**config.mk**
```make
export PLATFORM = sky130hd
export DESIGN_NAME = bin_to_7seg_mux
export DESIGN_NICKNAME = d
export VERILOG_FILES = /design/src/rtl/bin_to_7seg_mux.sv
export SDC_FILE = /design/constraint.sdc
export NUM_CORES = 1
export LEC_CHECK = 0
export ABC_AREA = 1
export BUFFER_PORTS_ARGS = -buffer_cell sky130_fd_sc_hd__clkbuf_2
export CAP_MARGIN = 5
export CORE_ASPECT_RATIO = 0.7
export CORE_MARGIN = 5
export CORE_UTILIZATION = 60
export DETAILED_ROUTE_END_ITERATION = 7
export PLACE_DENSITY = 0.83
export SLEW_MARGIN = 20
export SYNTH_ARGS = -nofsm -noshare
export SYNTH_HDL_FRONTEND = slang
export SYNTH_SLANG_ARGS = --single-unit
```
**constraint.sdc**
```tcl
create_clock -name reloj -period 6.7 [get_ports reloj]
set_input_delay 0.67 -clock reloj [delete_from_list [all_inputs] [get_ports reloj]]
set_output_delay 0.67 -clock reloj [all_outputs]
set_load 0.01 [all_outputs]
```
**src/rtl/bin_to_7seg_mux.sv**
```systemverilog
// Time-multiplexed N-digit hex 7-segment driver (common anode, active-low) with frame-coherent shadow.
// Optional build macro LEADING_ZERO_BLANK_EN blanks leading zero digits (digit 0 always shown).
module bin_to_7seg_mux #(
   parameter int unsigned N_DIGITS    = 4,
   parameter int unsigned REFRESH_DIV = 100000
) (
   input  logic                    reloj,
   input  logic                    reset,
   input  logic                    en,
   input  logic [4*N_DIGITS-1:0]   in,
   output logic [6:0]              seg_out,
   output logic [N_DIGITS-1:0]     an_out,
   output logic                    frame_done
);

   localparam int unsigned IDX_W   = (N_DIGITS > 1) ? $clog2(N_DIGITS) : 1;
   localparam int unsigned PRESC_W = $clog2(REFRESH_DIV);
   localparam int unsigned SHD_W   = 4 * N_DIGITS;

   logic [PRESC_W-1:0] presc, presc_nxt;
   logic [IDX_W-1:0]   idx, idx_nxt;
   logic [SHD_W-1:0]   shadow, shadow_nxt;
   logic               primed, primed_nxt;
   logic               tick, wrap;
   logic [3:0]         digit;
   logic [6:0]         seg_nxt;
   logic [N_DIGITS-1:0] an_nxt;
   logic               blank_sel;
`ifdef LEADING_ZERO_BLANK_EN
   logic               upper_zero;
`endif

   function automatic logic [6:0] decode(input logic [3:0] v);
      logic [6:0] s;
      case (v)
         4'h0: s = 7'b1000000;
         4'h1: s = 7'b1111001;
         4'h2: s = 7'b0100100;
         4'h3: s = 7'b0110000;
         4'h4: s = 7'b0011001;
         4'h5: s = 7'b0010010;
         4'h6: s = 7'b0000010;
         4'h7: s = 7'b1111000;
         4'h8: s = 7'b0000000;
         4'h9: s = 7'b0010000;
         4'hA: s = 7'b0001000;
         4'hB: s = 7'b0000011;
         4'hC: s = 7'b1000110;
         4'hD: s = 7'b0100001;
         4'hE: s = 7'b0000110;
         default: s = 7'b0001110;
      endcase
      return s;
   endfunction

   // Scan state: the priming cycle captures `in` but leaves presc untouched so every dwell is full length
   always_comb begin
      presc_nxt  = presc;
      idx_nxt    = idx;
      shadow_nxt = shadow;
      primed_nxt = primed;
      tick = en && primed && (presc == PRESC_W'(REFRESH_DIV - 1));
      wrap = tick && (idx == IDX_W'(N_DIGITS - 1));
      if (en) begin
         if (!primed) begin
            shadow_nxt = in;
            primed_nxt = 1'b1;
         end else if (tick) begin
            presc_nxt = '0;
            if (wrap) begin
               idx_nxt    = '0;
               shadow_nxt = in;
            end else begin
               idx_nxt = idx + IDX_W'(1);
            end
         end else begin
            presc_nxt = presc + PRESC_W'(1);
         end
      end
   end

   // Output drive computed from the post-update index and shadow
   always_comb begin
      digit     = 4'h0;
      an_nxt    = '1;
      blank_sel = 1'b0;
      for (int i = 0; i < int'(N_DIGITS); i++) begin
         if (idx_nxt == IDX_W'(i)) begin
            digit = shadow_nxt[4*i +: 4];
            if (en) an_nxt[i] = 1'b0;
         end
      end
`ifdef LEADING_ZERO_BLANK_EN
      upper_zero = 1'b1;
      for (int i = int'(N_DIGITS) - 1; i >= 1; i--) begin
         upper_zero = upper_zero && (shadow_nxt[4*i +: 4] == 4'h0);
         if ((idx_nxt == IDX_W'(i)) && upper_zero) blank_sel = 1'b1;
      end
`endif
      if (en && !blank_sel) seg_nxt = decode(digit);
      else                  seg_nxt = 7'h7F;
   end

   always_ff @(posedge reloj or posedge reset) begin
      if (reset) begin
         presc      <= '0;
         idx        <= '0;
         shadow     <= '0;
         primed     <= 1'b0;
         an_out     <= '1;
         seg_out    <= 7'h7F;
         frame_done <= 1'b0;
      end else begin
         presc      <= presc_nxt;
         idx        <= idx_nxt;
         shadow     <= shadow_nxt;
         primed     <= primed_nxt;
         an_out     <= an_nxt;
         seg_out    <= seg_nxt;
         frame_done <= wrap;
      end
   end

endmodule
```
Yosys cells after proc, flatten, opt, wreduce, memory -nomap -nowiden
Memory sizes are Yosys's and may differ from the RTL's.
Cells that the tools add are included.
{"block": "op_classes", "addsub": 2, "eq_ne": 5, "n_reduce_logical": 5, "mux": 19}
{"op": "two-way mux 16 bit", "count": 4}
{"op": "adder 17 x 1 -> 17 bit, second input constant", "count": 1}
{"op": "== test 17 bit, second input constant", "count": 1}
{"op": "two-way mux 17 bit", "count": 1}
{"op": "two-way mux 4 bit", "count": 4}
{"op": "two-way mux 2 bit", "count": 4}
{"op": "two-way mux 7 bit", "count": 1}
{"op": "== test 2 bit, second input constant", "count": 3}
{"op": "two-way mux 1 bit", "count": 5}
{"op": "logical AND 1 bit", "count": 3}
{"op": "adder 2 x 1 -> 2 bit, second input constant", "count": 1}
{"op": "== test 2 x 1 -> 1 bit, second input constant", "count": 1}
{"op": "logical NOT 2 bit", "count": 1}
{"op": "AND reduction 2 bit", "count": 1}
{"block": "word_totals", "rom_bits": 112, "ff_bits": 48, "mem_count": 1, "in_bits": 19, "output_inout_bits": 12, "wordCells": 39}
{"memory": "(no name shown)", "words": 16, "word_bits": 7, "read_ports": 1, "rd_clocked_by_memory_dff": 0, "wr": 0, "line_no": "35", "source": "case (v)"}

Depth between registers and ports, before layout
An unclocked memory read counts as a cell.
{"block": "depth", "word_depth": 14, "ltp_mapped": 18, "depth_no_buf": 18}

Least setup slack after synthesis
OpenSTA, ideal clock, no wires.
{"block": "synth_timing", "path_type": "input port to flip-flop", "from": "input port en", "to": "register seg_out[0]", "setup_time_ps": 91, "path_slack_ps": 4336, "path_stages": 15, "arrival_ps": 2273, "required_time_ps": 6609, "path_cell_list": "nand2_2 -> nor2_4 -> nand4_2 -> nand2_4 -> nand2_4 -> buf_6 -> o21ai_2 -> nor2_2 -> nor2_4 -> inv_1 -> ha_1 -> nand3_1 -> nand2_1 -> nand2_1 -> nand3_1"}
{"block": "synth_via", "elab_chain_cells": 14, "word_cells_on_any_way": 21, "classes_between": "3 x eq/ne; 13 x mux; 4 x reduce/logical; 1 x memory"}
{"element": "start: declaration", "line_no": "9", "source": "input logic en,"}
{"element": "logical AND 1 bit (2 in series)", "line_no": "62", "source": "tick = en && primed && (presc == PRESC_W'(REFRESH_DIV - 1));"}
{"element": "logical AND 1 bit", "line_no": "63", "source": "wrap = tick && (idx == IDX_W'(N_DIGITS - 1));"}
{"element": "two-way mux 2 bit", "line_no": "70", "source": "if (wrap) begin"}
{"element": "two-way mux 2 bit", "line_no": "68", "source": "end else if (tick) begin"}
{"element": "two-way mux 2 bit", "line_no": "65", "source": "if (!primed) begin"}
{"element": "two-way mux 2 bit", "line_no": "64", "source": "if (en) begin"}
{"element": "logical NOT 2 bit", "line_no": "88", "source": "if (idx_nxt == IDX_W'(i)) begin"}
{"element": "two-way mux 4 bit (4 in series)", "line_no": "88"}
{"element": "memory read (16 x 7 bit)"}
{"element": "two-way mux 7 bit *", "line_no": "100", "source": "if (en && !blank_sel) seg_nxt = decode(digit);"}
{"element": "named net seg_nxt[0]", "line_no": "26", "source": "logic [6:0] seg_nxt;"}
{"element": "end signal: assignment", "line_no": "119", "source": "seg_out <= seg_nxt;"}
{"element": "end: declaration", "line_no": "11", "source": "output logic [6:0] seg_out,"}
The timed path passes the listed nets; every way through them passes the cells marked *.
A chain may end at the register's enable or synchronous reset.

Final worst setup path
Same ends and word-level chain as after synthesis.

==> impl_metrics.py <==
metrics = {
    "route": {
        "drtIter0Drc": 211,
        "wirelength_met1_mm": 3.12,
        "drc": 0,
        "finalWirelength_mm": 6.06,
        "highest-signal-layer": "met4",
        "firstDrtPassIters": 7,
        "wl_met2_mm": 2.43,
        "wl_met3_um": 452,
        "antenna_left": 0,
        "vias": 2327,
        "wl_per_cell_um": 13.7,
        "viasPerCell": 5.25,
    },
    "global_routing": {
        "grt_pass1_vias": 2173,
        "gr-total-overflow": 0,
        "grt_use_total_pct": 21.4,
        "grt_pass1_wl_mm": 10.5,
        "grt_max_degree": 49,
        "antenna_found_initial": 0,
    },
    "timing": {
        "fmaxAchievable_mhz": 315,
        "setup_tns_ns": 0,
        "fin_crit_ns": 3.18,
        "fin_crit_sh_pct": 47.4,
        "slew_violations": 0,
        "setup_viol": 0,
        "clock_skew_ns": 0.0104,
        "holdWs_ns": 0.464,
        "hold_violations": 0,
        "grt_setup_unrepaired": "no",
        "tightestPinTransition_ns": 0.808,
        "max-slew-margin-rel_pct": 46.1,
        "setup_ws_ns": 3.52,
    },
    "pwr": {
        "leakage_nw": 1.66,
        "total_power_w": 0.000702,
        "ir_drop_mv": 0.131,
        "power.density_mw_per_mm2": 223,
    },
    "finish": {
        "fillers": 401,
        "seq_area_mm2": 0.00121,
        "syn2layout_area_growth_pct": 9.76,
        "multi_input_area_mm2": 0.00136,
        "drive_above_1_share_pct": 24.1,
        "nets": 412,
        "antenna_cells": 0,
    },
    "yosys": {
        "synth-seq-cells": 48,
        "synth_cell_type_count": 32,
        "synth-seq-area-share_pct": 42.3,
        "ys_warn_count": 0,
        "avgSynthCellArea_um2": 8.14,
        "synth_nets": 380,
        "postSynthCellCount": 353,
        "synth_area_mm2": 0.00287,
    },
    "setup_path": {
        "endpoint": "seg_out[0]",
        "timing.rr.start": "primed",
        "cp.arrival_ns": 3.41,
        "cp_num_buf_inv": 2,
        "crit_path_start": "en",
        "crit_chain": "clkbuf_2 > nand2_2 > nor2_4 > nand4_2 > nand2_4 > nand2_4 > o21ai_2 > nor2_2 > nor2_4 > ha_1 > inv_1 > nand3_1 > nand3_1 > nand3_1",
        "r2r_cells": 13,
        "required_ns": 6.93,
        "criticalPathCategory": "in2reg",
        "crit_cells": 14,
        "r2r-end": "seg_out[0]",
        "cp_common_cell": "nand3_1",
        "cpMaxStageDelayCell": "clkbuf_2",
        "cp_top_family": "simple AND/OR/NAND/NOR gates",
        "critical_path.max_fanout": 30,
        "end_kind": "flop",
        "startpoint_type": "primary input",
        "rrSetupSlack_ns": 4.01,
        "slowest_delay_ns": 0.53,
    },
    "status": {
        "outcome": "finished clean",
    },
    "clock_network": {
        "cts_tree": "yes",
        "path_clk_slew_ns": 0.09,
        "clock_latency_ns": 0.31,
        "cts_hold_buf": 0,
        "cts_root_buffer": "clkbuf_8",
        "htreeDepth": 2,
        "clk_path_buf_depth": 2,
        "cts_setup_buffers": 0,
        "cts_buffers": 5,
        "postCtsResizedCells": 0,
        "cts_sinks": 48,
    },
    "floorplanning": {
        "placementRows": 21,
        "initial_utilization_pct": 61.1,
        "pin_count": 31,
        "die-area_mm2": 0.00629,
        "die_w_um": 92.7,
        "core_mm2": 0.00470,
        "die_h_um": 67.9,
    },
    "hold_path": {
        "worst_hold_path_type": "in2async",
    },
    "flow_run": {
        "maxCapViolCount": 0,
    },
    "place": {
        "port_buffers": 30,
        "hpwl_mm": 4.49,
        "place_ws_ns": 3.24,
        "routabilityCongestion": 0.939,
    },
}
through the flow:
stage               std cells  area (um2)  utilization, %
finish                    443        3150            67.0
global route              443        3150            67.0
CTS                       443        3150            67.0
detailed placement        435        3060            65.0
global placement          435        3060            65.0
floorplan                 353        2870               -
cells in the final DEF, fill, tap and decap left out, types with 5 or more instances in the layout:
| cell type | n |
|---|---|
| clkbuf_8 | 6 |
| a21oi_1 | 7 |
| nand2_2 | 10 |
| nand2_1 | 67 |
| nand4_1 | 7 |
| inv_1 | 64 |
| nor3_1 | 6 |
| ha_1 | 8 |
| nor2_4 | 7 |
| clkbuf_2 | 30 |
| nand3_1 | 46 |
| dfrtp_1 | 37 |
| dfstp_2 | 11 |
| and2_1 | 10 |
| nor2_1 | 20 |
| nand3b_1 | 5 |
| nand3_2 | 6 |
| o21ai_0 | 7 |
sequential cells by signal, summed over array words and instances, names as in the netlist:
register,cells
presc,17
shadow,16
seg_out,7
an_out,4
idx,2
frame_done,1
primed,1
worst min-delay path by stage:
| stage | start | endpoint | slack (ns) | depth (start not counted) |
|---|---|---|---|---|
| 5_1_grt | reset | shadow[9] | 0.54 | 2 |
| 2_1_floorplan | presc[7] | presc[7] | 0.46 | 1 |
| 3_5_place_dp | shadow[0] | shadow[0] | 0.48 | 2 |
| 6_report | reset | presc[13] | 0.46 | 2 |
| 3_3_place_gp | shadow[0] | shadow[0] | 0.47 | 2 |
| 4_1_cts | presc[7] | presc[7] | 0.50 | 1 |
worst reg2reg max path: cells and delay by family (launching register included):
family	cells	cell delay, ns
AOI/OAI and AO/OA	1	0.24
adders and majority gates	1	0.27
buffers and inverters	1	0.09
DFF	1	0.49
and+or+nand+nor	10	1.53
per-layer routing:
layer / GRT usage [%] / vias to the layer above
li1: - / 1171
met1: 33.8 / 1058
met2: 29.2 / 91
met3: 4.84 / 7
met4: 5.67 / 0
met5: 0 / -
power by group:
| part | internal [W] | leakage, nW | switching (W) |
|---|---|---|---|
| logic | 0.0000583 | 1.07 | 0.0000961 |
| registers | 0.000332 | 0.535 | 0.0000301 |
| clock network | 0.0000845 | 0.0516 | 0.000101 |
cell families (layout without fill, tap and decap cells):
family,after synthesis,count (layout),share of synthesized area [%]
and+or+nand+nor,201,201,39.1
xor gates and xnor gates,6,6,1.83
adders and majority gates,8,8,3.48
DFF,48,48,42.3
AOI/OAI and AO/OA,16,16,2.92
buffers and inverters,74,107,10.4
synth_stat cells, drive strengths merged:
library cell | number | area share [%]
ha | 8 | 3.5
dfstp | 11 | 10
nand3 | 55 | 12
nor2 | 31 | 6.2
a21oi | 7 | 1.2
dfrtp | 37 | 32
buf | 4 | 1.2
nand3b | 5 | 1.3
xor2 | 4 | 1.2
xnor2 | 2 | 0.61
or2 | 2 | 0.44
inv | 69 | 9.0
nand4 | 10 | 3.4
nor3 | 6 | 1.0
nand2 | 80 | 12
o21ai | 9 | 1.7
clkbuf | 1 | 0.13
and2 | 10 | 2.2
nor4 | 2 | 0.44
cell type report:
type | instances | share of cell area, %
multi-input cells | 231 | 43.1
flip-flops and latches | 48 | 38.5
inverters | 69 | 8.25
repair buffers | 30 | 4.76
clock buffers | 6 | 2.62
well taps | 57 | 2.26
clock inverters | 2 | 0.437
Note: power is estimated with default switching activity, not from simulation.
